### config.mk
export PLATFORM = sky130hd
export DESIGN_NAME = approx_err_monitor
export DESIGN_NICKNAME = d
export VERILOG_FILES = /design/src/rtl/approx_err_monitor_pkg.sv /design/src/rtl/approx_err_calc.sv /design/src/rtl/approx_err_monitor.sv
export SDC_FILE = /design/constraint.sdc
export NUM_CORES = 1
export LEC_CHECK = 0
export ABC_AREA = 1
export CORE_MARGIN = 4
export CORE_UTILIZATION = 30
export CTS_BUF_LIST = sky130_fd_sc_hd__clkbuf_4 sky130_fd_sc_hd__clkbuf_8
export DETAILED_ROUTE_END_ITERATION = 12
export GPL_ROUTABILITY_DRIVEN = 0
export PLACE_DENSITY = 0.52
export SLEW_MARGIN = 0
export SYNTH_ARGS = -nofsm -noshare
export SYNTH_HDL_FRONTEND = slang
export SYNTH_SLANG_ARGS = --single-unit
### constraint.sdc
create_clock -name clk -period 5.46 [get_ports clk]
set_input_delay 1.092 -clock clk [delete_from_list [all_inputs] [get_ports clk]]
set_output_delay 1.092 -clock clk [all_outputs]
set_load 0.005 [all_outputs]
### src/rtl/approx_err_monitor_pkg.sv
// Shared types and defaults for the approximate-multiplier error monitor.
// Holds the run state encoding, default widths and the counter width.
package approx_err_monitor_pkg;

  typedef enum logic [1:0] {
    IDLE = 2'd0,
    RUN  = 2'd1,
    DONE = 2'd2
  } state_t;

  localparam int DEF_WIDTH = 8;
  localparam int DEF_ACC_W = 32;
  localparam int CNT_W     = 16;

endpackage

### src/rtl/approx_err_calc.sv
// Error distance between the exact unsigned product and an approximate one.
// Purely combinational; the parent registers ed and nz.
module approx_err_calc
  import approx_err_monitor_pkg::*;
#(
  parameter int WIDTH = DEF_WIDTH
) (
  input  logic [WIDTH-1:0]   a,
  input  logic [WIDTH-1:0]   b,
  input  logic [2*WIDTH-1:0] prod_approx,
  output logic [2*WIDTH-1:0] ed,
  output logic               nz
);

  localparam int PW = 2 * WIDTH;

  logic [PW-1:0] exact;

  assign exact = PW'(a) * PW'(b);
  assign nz    = (exact != prod_approx);
  assign ed    = (exact >= prod_approx) ? (exact - prod_approx)
                                        : (prod_approx - exact);

endmodule

### src/rtl/approx_err_monitor.sv
// Run controller and statistics for measuring approximate-multiplier error.
// Samples flow: input reg -> ED reg -> statistics (visible three cycles on).
module approx_err_monitor
  import approx_err_monitor_pkg::*;
#(
  parameter int WIDTH = DEF_WIDTH,
  parameter int ACC_W = DEF_ACC_W
) (
  input  logic               clk,
  input  logic               rst,
  input  logic               start,
  input  logic [CNT_W-1:0]   num_samples,
  input  logic               in_valid,
  output logic               in_ready,
  input  logic [WIDTH-1:0]   a,
  input  logic [WIDTH-1:0]   b,
  input  logic [2*WIDTH-1:0] prod_approx,
  output logic               busy,
  output logic               done,
  output logic [CNT_W-1:0]   err_count,
  output logic [ACC_W-1:0]   sum_ed,
  output logic [2*WIDTH-1:0] max_ed,
  output logic [CNT_W-1:0]   sample_count
);

  localparam int PW = 2 * WIDTH;
  localparam int SW = ((ACC_W > PW) ? ACC_W : PW) + 1;

  state_t           state;
  logic [CNT_W-1:0] nsamp;
  logic [CNT_W-1:0] accepted;
  logic             fire;

  logic             s1_v;
  logic [WIDTH-1:0] s1_a;
  logic [WIDTH-1:0] s1_b;
  logic [PW-1:0]    s1_p;

  logic             s2_v;
  logic [PW-1:0]    s2_ed;
  logic             s2_nz;

  logic [PW-1:0]    ed;
  logic             nz;
  logic [SW-1:0]    sum_nxt;
  logic             sum_sat;

  assign busy     = (state == RUN);
  assign in_ready = (state == RUN) && (accepted < nsamp);
  assign fire     = in_valid && in_ready;

  approx_err_calc #(
    .WIDTH(WIDTH)
  ) u_calc (
    .a          (s1_a),
    .b          (s1_b),
    .prod_approx(s1_p),
    .ed         (ed),
    .nz         (nz)
  );

  // Widen before adding so the carry-out flags saturation.
  assign sum_nxt = SW'(sum_ed) + SW'(s2_ed);
  assign sum_sat = |sum_nxt[SW-1:ACC_W];

  always_ff @(posedge clk or posedge rst) begin
    if (rst) begin
      state        <= IDLE;
      nsamp        <= '0;
      accepted     <= '0;
      done         <= 1'b0;
      s1_v         <= 1'b0;
      s1_a         <= '0;
      s1_b         <= '0;
      s1_p         <= '0;
      s2_v         <= 1'b0;
      s2_ed        <= '0;
      s2_nz        <= 1'b0;
      err_count    <= '0;
      sum_ed       <= '0;
      max_ed       <= '0;
      sample_count <= '0;
    end else begin
      done <= 1'b0;

      s1_v <= fire;
      if (fire) begin
        s1_a <= a;
        s1_b <= b;
        s1_p <= prod_approx;
      end

      s2_v <= s1_v;
      if (s1_v) begin
        s2_ed <= ed;
        s2_nz <= nz;
      end

      if (s2_v) begin
        if (sample_count != '1)
          sample_count <= sample_count + 1'b1;
        if (s2_nz && (err_count != '1))
          err_count <= err_count + 1'b1;
        sum_ed <= sum_sat ? '1 : sum_nxt[ACC_W-1:0];
        if (s2_ed > max_ed)
          max_ed <= s2_ed;
      end

      unique case (state)
        IDLE, DONE: begin
          if (start) begin
            nsamp        <= num_samples;
            accepted     <= '0;
            err_count    <= '0;
            sum_ed       <= '0;
            max_ed       <= '0;
            sample_count <= '0;
            if (num_samples == '0) begin
              state <= DONE;
              done  <= 1'b1;
            end else begin
              state <= RUN;
            end
          end
        end
        RUN: begin
          if (fire)
            accepted <= accepted + 1'b1;
          if ((accepted == nsamp) && !s1_v && !s2_v) begin
            state <= DONE;
            done  <= 1'b1;
          end
        end
        default: state <= IDLE;
      endcase
    end
  end

endmodule

### Word-level counts from Yosys, hierarchy flattened

Cells that the tools add are included.
Widths: inputs -> output; s select.

| cells by class | value |
|---|---|
| add/subtract/negate cells | 6 |
| $mul | 1 |
| $lt $le $gt $ge | 3 |
| eq/ne operators | 9 |
| multiplexer cells | 28 |
| reductions and logical operators | 14 |

Operator list:

| operator | count |
|---|---|
| $mux 16 | 15 |
| $mux 32 | 4 |
| $add 16x1->16 const B | 3 |
| $add 32x16->33 | 1 |
| $ne 16x16->1 const B | 2 |
| $pmux 16 s2 | 1 |
| $sub 16x16->16 | 2 |
| $eq 16x16->1 | 1 |
| $ge 16x16->1 | 1 |
| $gt 16x16->1 | 1 |
| $logic_not 16->1 | 1 |
| $lt 16x16->1 | 1 |
| $mul 8x8->16 | 1 |
| $ne 16x16->1 | 1 |
| $mux 2 | 3 |
| $logic_and 1x1->1 | 5 |
| $ne 2x1->1 const B | 2 |
| $pmux 2 s2 | 1 |
| $reduce_and 2->1 | 2 |
| $mux 1 | 3 |
| $reduce_and 3->1 | 1 |
| $eq 2x1->1 const B | 1 |
| $eq 2x2->1 const B | 1 |
| $logic_not 1->1 | 2 |
| 5 further kinds | 5 |

| word-level totals | value |
|---|---|
| flip-flop bits (word level) | 166 |
| input port bits | 52 |
| output and inout port bits | 83 |
| logic and storage cells | 76 |

### Depth between registers and ports, before layout

| depth | value |
|---|---|
| depth after elaboration | 6 |
| depth in mapped cells | 34 |
| depth with buffers taken out | 33 |

### Cells and area by module

A second synthesis with hierarchy kept.

| unflattened totals | value |
|---|---|
| cell total of the unflattened synthesis | 2154 |
| area, all modules | 14507.7 sq um |

By module, submodules not included:

| module | times used | cells each | area each (sq um) | sequential area each (sq um) |
|---|---|---|---|---|
| approx_err_monitor | 1 | 1365 | 9913.3 | 4154.0 |
| approx_err_calc | 1 | 789 | 4594.4 | 0.0 |

### Worst setup path before layout

OpenSTA, ideal clock, no wires.

| path | value |
|---|---|
| path kind | register to register |
| start | register s1_a[0] |
| end | register s2_ed[11] |
| setup time | 117 ps |
| data arrival time | 5358 ps |
| data required time | 5343 ps |
| path slack | -15 ps |
| stages on the path, launching flop included | 29 |
| buffers on the path | 2 |
| clock period less this slack | 5475 ps |
| cells stage by stage | dfrtp_1 clkbuf_1 nand2_1 fa_1 fa_1 inv_1 fa_1 inv_1 fa_1 inv_1 ha_1 a21oi_1 a21boi_0 o21ai_0 nand3_1 nand3_1 nand2_1 inv_1 ha_1 nand2_1 nor2_1 nand2_1 nor2_1 nor2_4 buf_4 nand2_1 nand2_1 nand2_1 nand2_1 |

| on the way | value |
|---|---|
| cells in the longest elaborated chain, start to end | 3 |
| elaborated cells between the ends (all ways) | 5 |
| classes of those cells | 2 x add/sub; 1 x mul; 1 x order compare; 1 x mux |

RTL lines:

| what | RTL line | RTL |
|---|---|---|
| from (decl) | approx_err_monitor.sv:35 | `logic [WIDTH-1:0] s1_a;` |
| from (signal assigned) | approx_err_monitor.sv:73 | `s1_a <= '0;` |
| from (signal assigned) | approx_err_monitor.sv:88 | `s1_a <= a;` |
| $mul 8x8->16 (*) | approx_err_calc.sv:19 | `assign exact = PW'(a) * PW'(b);` |
| $sub 16x16->16, or another cell as far along | approx_err_calc.sv:22 | `: (prod_approx - exact);` |
| $mux 16 (*) | approx_err_calc.sv:21 | `assign ed = (exact >= prod_approx) ? (exact - prod_approx)` |
| to (signal assigned) | approx_err_monitor.sv:77 | `s2_ed <= '0;` |
| to (signal assigned) | approx_err_monitor.sv:95 | `s2_ed <= ed;` |
| to (decl) | approx_err_monitor.sv:40 | `logic [PW-1:0] s2_ed;` |

Every way passes the cells marked *; elsewhere a longest branch is shown, timed or not.
A chain may end at the register's enable or synchronous reset.

### Worst setup path in the final report

| path | value |
|---|---|
| start | register s1_b[2] |
| end | register s2_ed[10] |

| on the way | value |
|---|---|
| cells in the longest elaborated chain, start to end | 3 |
| elaborated cells between the ends (all ways) | 5 |
| classes of those cells | 2 x add/sub; 1 x mul; 1 x order compare; 1 x mux |

RTL lines:

| what | RTL line | RTL |
|---|---|---|
| from (decl) | approx_err_monitor.sv:36 | `logic [WIDTH-1:0] s1_b;` |
| from (signal assigned) | approx_err_monitor.sv:74 | `s1_b <= '0;` |
| from (signal assigned) | approx_err_monitor.sv:89 | `s1_b <= b;` |
| $mul 8x8->16 (*) | approx_err_calc.sv:19 |  |
| $sub 16x16->16, or another cell as far along | approx_err_calc.sv:22 |  |
| $mux 16 (*) | approx_err_calc.sv:21 |  |

Marks and branches as above.

==> impl_metrics.py <==
metrics = {
    "run_status": {
        "status": "complete, no violations",
    },
    "synth": {
        "synth.area.mux_share_pct": 0,
        "synthArstFlopShare_pct": 100,
        "ys_types": 44,
        "synth_compound_area_share_pct": 7.58,
        "ys_seq_elements": 166,
        "synth_nets": 2359,
        "synth-seq-area-share_pct": 29.0,
        "netlist_area_mm2": 0.0143,
        "ys.flop_type": "dfrtp_1",
        "synth-edff-count": 0,
        "synth_top_family_by_area": "simple AND/OR/NAND/NOR gates",
        "synth.avg_cell_area_um2": 6.66,
        "synth_fa_ha_area_share_pct": 15.8,
        "netlist_instances": 2150,
        "yosys.area_share.simple_pct": 31.3,
        "synth-xor-area-share_pct": 3.55,
        "yosys_warnings": 0,
    },
    "finish": {
        "final_layout_size_suffix_gt1_share_pct": 8.65,
        "final_common_cell": "nand2_1",
        "mostFrequentLayoutCells": "667 x nand2_1, 398 x inv_1, 191 x nor2_1, 157 x dfrtp_1, 134 x clkdlybuf4s50_1",
        "fin_nets": 2519,
        "antenna_cells": 0,
        "area_growth_pct": 22.2,
    },
    "floorplan": {
        "placementRows": 79,
        "die_height_um": 226,
        "start_util_pct": 30.6,
        "coreArea_mm2": 0.0469,
        "io-pin-count": 135,
        "die_x_um": 226,
        "die_area_mm2": 0.0513,
    },
    "sta": {
        "slew_headroom_pct": 30.7,
        "setup_viol": 0,
        "rsz0062_at_grt": "true",
        "clock_skew_ns": 0.0253,
        "fmax_mhz": 191,
        "fin_ws_ns": 0.229,
        "worstMarginPinSlew_ns": 1.04,
        "holdWs_ns": 0.495,
        "report.final.slew_viol_count": 0,
        "period_needed_ns": 5.23,
        "finalHoldViolations": 0,
        "finalCritPeriodShare_pct": 95.8,
    },
    "clocking": {
        "root_buffer": "clkbuf_8",
        "clk_latency_ns": 0.55,
        "tritoncts": "done",
        "clk_pin_slew_worst_paths_ns": 0.11,
        "ctsHoldBuffers": 0,
        "cts_buffer_depth": 2,
        "htree_levels": 4,
        "cts_sinks": 166,
        "cts_buffers": 17,
    },
    "worst_hold_path": {
        "hold_path.class": "reg -> reg",
        "hp-start": "nsamp[7]",
    },
    "critical_path": {
        "crit_fanout": 17,
        "critPathLaunchType": "flip-flop",
        "r2r_slack_ns": 0.23,
        "crit_buf_inv": 6,
        "worstSetupPathType": "reg -> reg",
        "cp-end-kind": "flip-flop",
        "path_delay_family": "adder cells",
        "worstSetupStartpoint": "s1_b[2]",
        "critPathMaxStageDelay_ns": 0.53,
        "cpMostUsedCell": "nand2_1",
        "r2r_start": "s1_b[2]",
        "cp_slowest_cell": "fa_1",
        "critPathRequiredTime_ns": 5.89,
        "cp.arrival_ns": 5.66,
    },
    "grt": {
        "grt_pass1_vias": 13400,
        "grt_antenna_before_repair": 0,
        "grt_overflow_total": 0,
        "grt_pass1_wl_um": 67700,
        "grt_usage_pct": 16.3,
        "grt_max_degree": 167,
    },
    "pwr": {
        "power.leakage_nw": 9.71,
        "ir_worst_vdd_uv": 150,
        "power.density_mw_per_mm2": 129,
        "power_mw": 2.25,
    },
    "routing": {
        "wire_per_inst_um": 13.9,
        "routed_wl_um": 40800,
        "first_pass_iters": 5,
        "ant_nets": 0,
        "via_count": 13500,
        "vias_per_cell": 4.60,
        "drtIter0Drc": 738,
        "drc": 0,
    },
    "flow_run": {
        "drv_cap": 0,
    },
    "placed_design": {
        "port_buffers": 134,
        "dp_slack_ns": -0.204,
        "dp_hpwl_um": 31100,
    },
}
## what timing repair did
item,4_1_cts,5_1_grt
endpoints found under the hold margin,0,0
gates resized for setup,16,78
endpoints found under the setup margin,15,16
buffers inserted,2,14
pin swaps,2,33
cloned,1,0
## power by group
| group | switching, mW | internal [mW] | leakage [nW] |
|---|---|---|---|
| clock | 0.529 | 0.428 | 0.207 |
| sequential | 0 | 1.23 | 2.02 |
| combinational | 0.0357 | 0.0344 | 7.48 |
| total | 0.564 | 1.69 | 9.71 |
## stage by stage
stage	area (µm²)	TNS [ns]	utilization [%]	cells
floorplan	14300	0	-	2150
global placement	16600	-0.675	35.4	2882
detailed placement	16600	-2.53	35.4	2882
CTS	17100	0	36.4	2917
global route	17500	-0.189	37.4	2930
finish	17500	0	37.4	2930
## worst paths after layout
check,end,cells past startpoint
min reg2reg,nsamp[7],2
max,s2_ed[10],30
min,nsamp[7],2
max reg2reg,s2_ed[10],30
max in group asynchronous,s2_v,3
min in group asynchronous,nsamp[5],3
## cell type report
cell class | count | area (µm²)
repair buffers | 204 | 1900
clock buffers | 19 | 255
fillers | 5051 | 29400
clock inverters | 13 | 145
well taps | 607 | 759
flip-flops and latches | 166 | 4170
inverters | 411 | 1550
multi-input cells | 1510 | 8730
## registers in the layout, summed over array words and instances, names as in the netlist, 2 cells and up
register,count
sum_ed,32
accepted,16
err_count,16
max_ed,16
nsamp,16
s1_p,16
s2_ed,16
sample_count,16
s1_a,8
s1_b,8
state,2
## kinds of logic (layout without fill, tap and decap cells)
| family | after synthesis | in the layout |
|---|---|---|
| XOR/XNOR | 58 | 58 |
| AO/OA/AOI/OAI | 205 | 205 |
| flip-flops | 166 | 166 |
| buffers and inverters | 475 | 647 |
| adder cells (fa/ha/maj) | 157 | 157 |
| AND/OR/NAND/NOR | 1089 | 1090 |
## synthesized netlist by cell type (5+ instances only)
cell type	instances	area, µm²
fa_1	39	781
buf_2	5	25.0
nand3b_1	18	135
a31oi_1	8	50.1
clkbuf_1	42	158
inv_2	6	22.5
o21ai_0	83	415
nor4_1	6	37.5
inv_1	405	1520
nor2_1	198	743
nand3_1	101	505
xnor2_1	12	105
nand2_1	685	2570
dfrtp_1	166	4150
nor3_1	28	140
nand4_1	33	206
clkbuf_2	6	30.0
ha_1	118	1480
o21ai_1	7	35.0
xor2_1	46	403
a21oi_1	90	450
## tightest hold or removal path, cell delays in order, from the launching register on
cell	delay, ns
dfrtp_1	0.36
nand2_1	0.05
o21ai_0	0.06
## metal layers
layer | share of wire [%] | vias up | track usage (%)
li1 | - | 6922 | -
met1 | 47 | 6244 | 21.6
met2 | 47 | 259 | 27.2
met3 | 4.0 | 49 | 3.06
met4 | 2.1 | 0 | 5.13
met5 | 0 | - | 0
(Power assumes the default switching activity.)
